### config.mk
export PLATFORM = sky130hd
export DESIGN_NAME = encryption_fsm_flat
export DESIGN_NICKNAME = d
export VERILOG_FILES = /design/src/rtl/encryption_fsm_if.sv /design/src/rtl/encryption_fsm.sv /design/src/flat_wrapper.sv
export SDC_FILE = /design/constraint.sdc
export NUM_CORES = 1
export LEC_CHECK = 0
export CORE_AREA = 2 2 42 44
export DETAILED_ROUTE_END_ITERATION = 6
export DIE_AREA = 0 0 44 46
export PLACE_DENSITY = 0.66
export SYNTH_ARGS = -nofsm -noshare
export SYNTH_HDL_FRONTEND = slang
export SYNTH_SLANG_ARGS = --single-unit
### constraint.sdc
create_clock -name clk -period 2 [get_ports clk]
set_input_delay 0.6 -clock clk [delete_from_list [all_inputs] [get_ports clk]]
set_output_delay 0.6 -clock clk [all_outputs]
set_load 0.05 [all_outputs]
### src/rtl/encryption_fsm_if.sv
// Handshake bundle between the AES-128 encryption sequencer and its environment.
// The abort signal exists only when ENC_ABORT_EN is defined.
interface encryption_fsm_if;
  logic       start;
  logic       key_valid;
`ifdef ENC_ABORT_EN
  logic       abort;
`endif
  logic       mux_sel;
  logic       req_key;
  logic [3:0] round_num;
  logic       last_round;
  logic       busy;
  logic       done;

  modport master (
`ifdef ENC_ABORT_EN
    output abort,
`endif
    output start, key_valid,
    input  mux_sel, req_key, round_num, last_round, busy, done
  );

  modport slave (
`ifdef ENC_ABORT_EN
    input  abort,
`endif
    input  start, key_valid,
    output mux_sel, req_key, round_num, last_round, busy, done
  );
endinterface

### src/rtl/encryption_fsm.sv
// AES-128 encryption round sequencer: walks rounds 0..NUM_ROUNDS, fetches one key per round.
// Optional ENC_ABORT_EN adds an abort input that returns the FSM to IDLE without a done pulse.
//
// state         | meaning
// IDLE          | waiting for start
// INITIAL_ROUND | plaintext XOR key0 loaded into the state register
// KEY_WAIT      | requesting the round key for round_num
// MID_ROUND     | datapath running rounds 1..NUM_ROUNDS-1
// FINAL_ROUND   | last round, MixColumns bypassed
// DONE          | ciphertext valid for one cycle
module encryption_fsm #(
  parameter int NUM_ROUNDS   = 10,
  parameter int ROUND_CYCLES = 3
) (
  input logic              clk,
  input logic              reset_n,
  encryption_fsm_if.slave  bus
);

  localparam int CW = (ROUND_CYCLES > 1) ? $clog2(ROUND_CYCLES) : 1;

  typedef enum logic [2:0] {
    IDLE,
    INITIAL_ROUND,
    KEY_WAIT,
    MID_ROUND,
    FINAL_ROUND,
    DONE
  } state_t;

  state_t        state;
  logic [3:0]    round_count;
  logic [CW-1:0] cycle_count;
  logic          abort_req;

`ifdef ENC_ABORT_EN
  assign abort_req = bus.abort;
`else
  assign abort_req = 1'b0;
`endif

  always_ff @(posedge clk or negedge reset_n) begin
    if (!reset_n) begin
      state       <= IDLE;
      round_count <= 4'd0;
      cycle_count <= '0;
    end else if (abort_req && (state != IDLE)) begin
      state       <= IDLE;
      round_count <= 4'd0;
      cycle_count <= '0;
    end else begin
      case (state)
        IDLE: begin
          if (bus.start) begin
            state       <= INITIAL_ROUND;
            round_count <= 4'd0;
          end
        end
        INITIAL_ROUND: begin
          state       <= KEY_WAIT;
          round_count <= 4'd1;
        end
        KEY_WAIT: begin
          if (bus.key_valid) begin
            cycle_count <= CW'(ROUND_CYCLES - 1);
            state       <= (round_count == 4'(NUM_ROUNDS)) ? FINAL_ROUND : MID_ROUND;
          end
        end
        MID_ROUND: begin
          if (cycle_count != '0) begin
            cycle_count <= cycle_count - CW'(1);
          end else begin
            round_count <= round_count + 4'd1;
            state       <= KEY_WAIT;
          end
        end
        FINAL_ROUND: begin
          // round_count stays at NUM_ROUNDS so DONE still reports the final round
          if (cycle_count != '0) begin
            cycle_count <= cycle_count - CW'(1);
          end else begin
            state <= DONE;
          end
        end
        DONE: begin
          state       <= IDLE;
          round_count <= 4'd0;
          cycle_count <= '0;
        end
        default: begin
          state       <= IDLE;
          round_count <= 4'd0;
          cycle_count <= '0;
        end
      endcase
    end
  end

  assign bus.mux_sel    = (state != IDLE) && (state != INITIAL_ROUND);
  assign bus.req_key    = (state == KEY_WAIT);
  assign bus.round_num  = round_count;
  assign bus.last_round = (state == FINAL_ROUND);
  assign bus.busy       = (state != IDLE);
  assign bus.done       = (state == DONE);

endmodule

### src/flat_wrapper.sv
// flat-port wrapper written by rule: the top's interface ports become plain ports
module encryption_fsm_flat 
#(
  parameter int NUM_ROUNDS   = 10,
  parameter int ROUND_CYCLES = 3
)
  (clk, reset_n, bus_start, bus_key_valid, bus_mux_sel, bus_req_key, bus_round_num, bus_last_round, bus_busy, bus_done);
  encryption_fsm_if bus_i ();
  input logic clk;
  input logic reset_n;
  input wire logic [$bits(bus_i.start)-1:0] bus_start;
  input wire logic [$bits(bus_i.key_valid)-1:0] bus_key_valid;
  output wire logic [$bits(bus_i.mux_sel)-1:0] bus_mux_sel;
  output wire logic [$bits(bus_i.req_key)-1:0] bus_req_key;
  output wire logic [$bits(bus_i.round_num)-1:0] bus_round_num;
  output wire logic [$bits(bus_i.last_round)-1:0] bus_last_round;
  output wire logic [$bits(bus_i.busy)-1:0] bus_busy;
  output wire logic [$bits(bus_i.done)-1:0] bus_done;
  assign bus_i.start = bus_start;
  assign bus_i.key_valid = bus_key_valid;
  assign bus_mux_sel = bus_i.mux_sel;
  assign bus_req_key = bus_i.req_key;
  assign bus_round_num = bus_i.round_num;
  assign bus_last_round = bus_i.last_round;
  assign bus_busy = bus_i.busy;
  assign bus_done = bus_i.done;
  encryption_fsm #(.NUM_ROUNDS(NUM_ROUNDS), .ROUND_CYCLES(ROUND_CYCLES)) u_core (.clk(clk), .reset_n(reset_n), .bus(bus_i));
endmodule
==> key figures <==
Synthesis
  – Seq/Total Area, Yosys: 35.0%
  – Yosys top cell area share: approximately a third
  – Asr flop ratio synth: 100%
  – Synth top cells by count: dfrtp_1 (9), inv_1 (6), nand2_1 (6), nor2_1 (6), a21oi_1 (5)
  – Most area-consuming cells after synthesis: dfrtp_1 (35%), ha_1 (5.8%), a21oi_1 (3.9%)
  – Cells after Synth: 72
  – Post-synth EDFFs: 0
  – Cell taking the most area after synthesis: dfrtp_1
  – Syn_area_per_cell: 8.95 um^2
  – Primary FF master, synth: dfrtp_1
  – Post-Syn Area: 644 um^2
  – Synth warnings: 0
  – Most common cell in the synthesized netlist: dfrtp_1
  – Yosys cell types: 37
  – Syn_nets: 79
  – #FFs+latches synth: 9

Setup path
  – Worst-path fanout max: 8
  – Worst Path Required: 1400 ps
  – CP peak stage delay: 470 ps
  – Type of origin of the critical path: register
  – Setup CP Type: register to output port
  – Crit. End Element: output port
  – Slowest CP cell: dfrtp_1
  – CP cell instances: or3_1 > buf_4
  – Bufs and invs on worst path: 1
  – CP arrival: 1320 ps
  – Family with the most delay on the worst path: flip-flops

Die
  – Initial core utilization: 39.9%
  – Die area: 0.00202 mm^2
  – Core area: 0.00161 mm^2
  – Die Width: 44 um
  – Rows: 15
  – IO Count: 13
  – Die height: around 46 um

CTS
  – Worst-path clk slew: 70 ps
  – Hold buffers post-CTS: 0
  – Root Buffer Master: clkbuf_4
  – H-tree depth reported by CTS: 1
  – CTS resizes: 0
  – Worst skew pair latency: about 270 ps
  – Setup bufs post-CTS: 0
  – CTS Buf Count: 3
  – TritonCTS clock tree: built
  – Clk sinks: 9
  – Clk buf depth: 2

Timing
  – RSZ-0062 raised after global routing: no
  – F_max: 520 MHz
  – Fin crit period: 1920 ps
  – Setup Viol. Count Final: 0
  – Slew headroom: 70.8%
  – Worst Clk Skew: 7.21 ps
  – Fin crit share: 96.2%
  – Slew @ Worst Pin: 437 ps
  – Slew Limit Fails: 0
  – Hold Vio Cnt, Final: 0

Finish
  – Fin cells: 106
  – Share of cells above drive strength 1: 29.2%
  – Design area: approximately 860 um^2
  – Area growth, synth to finish: 33.4%
  – Fill cell total of the finished layout: 144
  – Nets: 97
  – Antenna diode count: 0

Place
  – Port Buffers: 12
  – Placed instance area: 828 um^2
  – Detail Placement HPWL: between 1 and 1.5 mm
  – Final RePlAce weighted congestion: 0.763
  – Dpl cells: 102

Routing
  – DR DRC count: 0
  – Drt total wl: 1.48 mm
  – Via count: 602
  – Routed len/inst: 14.0 um
  – Final ANT Viol Nets: 0
  – Via-to-Cell Ratio: 5.68
  – 1st-iter DRT viols: 17
  – Pre-Repair DR Iteration Count: 6

Flow run
  – Maxcap violations: 0

Global route
  – Largest net degree at the start of global routing: 12
  – GR Overflow Total: 0
  – Global Route Usage Sum: roughly 18%
  – Number of global-route vias before repair: 555
  – Initial antenna violation count: 0
  – First-pass GRT wire length: 2.50 mm

Power
  – Worst IR Drop VDD: around 690 uV
  – Total power: 0.00110 W
  – Leak: between 0.3 and 0.4 nW
  – Power Dens Cells: 1280 mW/mm^2

Min path
  – Hold crit path type: register to register

Outcome
  – Status: completed
flip-flops by register name (all words and copies together) (netlist names):
name                  cells
u_core.state              3
u_core.cycle_count        2
u_core.bus.round_num      4
area by class of cell:
| class | count | area (um^2) | area share (%) |
|---|---|---|---|
| Multi-Input combinational cell | 53 | 377 | 43.8 |
| Sequential cell | 9 | 228 | 26.5 |
| Timing Repair Buffer | 17 | 185 | 21.5 |
| Clock buffer | 4 | 26.3 | 3.06 |
| Tap cell | 17 | 21.3 | 2.47 |
| Inverter | 6 | 22.5 | 2.62 |
stage by stage:
step / TNS [ps] / worst slack [ps] / util, % / hold WS [ps]
2_1_floorplan: -11.9 / -11.9 / - / 304
3_3_place_gp: 0 / 40.1 / 51.3 / 498
3_5_place_dp: 0 / 4.58 / 51.3 / 496
4_1_cts: 0 / 28.0 / 52.9 / 512
5_1_grt: 0 / 14.8 / 53.3 / 525
6_report: 0 / 75.9 / 53.3 / 514
routing by layer:
metal  wire length, um  vias up  share of wire [%]  track usage [%]
li1                  -      294                  -                -
met2               666       22                 45             25.9
met4                50        0                3.4             15.2
met5                 0        -                  0                0
met3                94        6                6.4             4.76
met1               668      280                 45             22.2
final timing paths:
kind / start / end / slack (ps) / cells past startpoint
setup / recovery: u_core.state[0] / bus_busy / 80 / 2
hold / removal: u_core.cycle_count[1] / u_core.cycle_count[1] / 510 / 1
setup reg to reg: u_core.cycle_count[0] / u_core.bus.round_num[3] / 320 / 6
hold reg to reg: u_core.cycle_count[1] / u_core.cycle_count[1] / 510 / 1
max in group asynchronous: reset_n / u_core.state[2] / 1030 / 1
min in group asynchronous: reset_n / u_core.cycle_count[0] / 630 / 1
placed cells by master, fill, tap and decap left out, types with 3 or more instances in the layout:
master,n
buf_12,4
a21oi_1,5
o21ai_0,3
nor2_1,5
nand2_1,6
ha_1,3
dfrtp_1,7
buf_4,10
clkbuf_4,3
clkdlybuf4s50_1,3
inv_1,6
cells by family after synthesis:
family	after synthesis	synth area share, %
DFF	9	35.0
muxes	3	4.85
buffers and inverters	10	7.77
and+or+nand+nor	26	24.7
adders and majority gates	3	5.83
AOI/OAI and AO/OA	21	21.9
power breakdown:
group	internal [W]	switching, W
combinational	0.000270	0.000362
clock	0.0000773	0.0000731
sequential	0.000242	0.0000736
No activity file was read; power rests on OpenSTA's default activity.
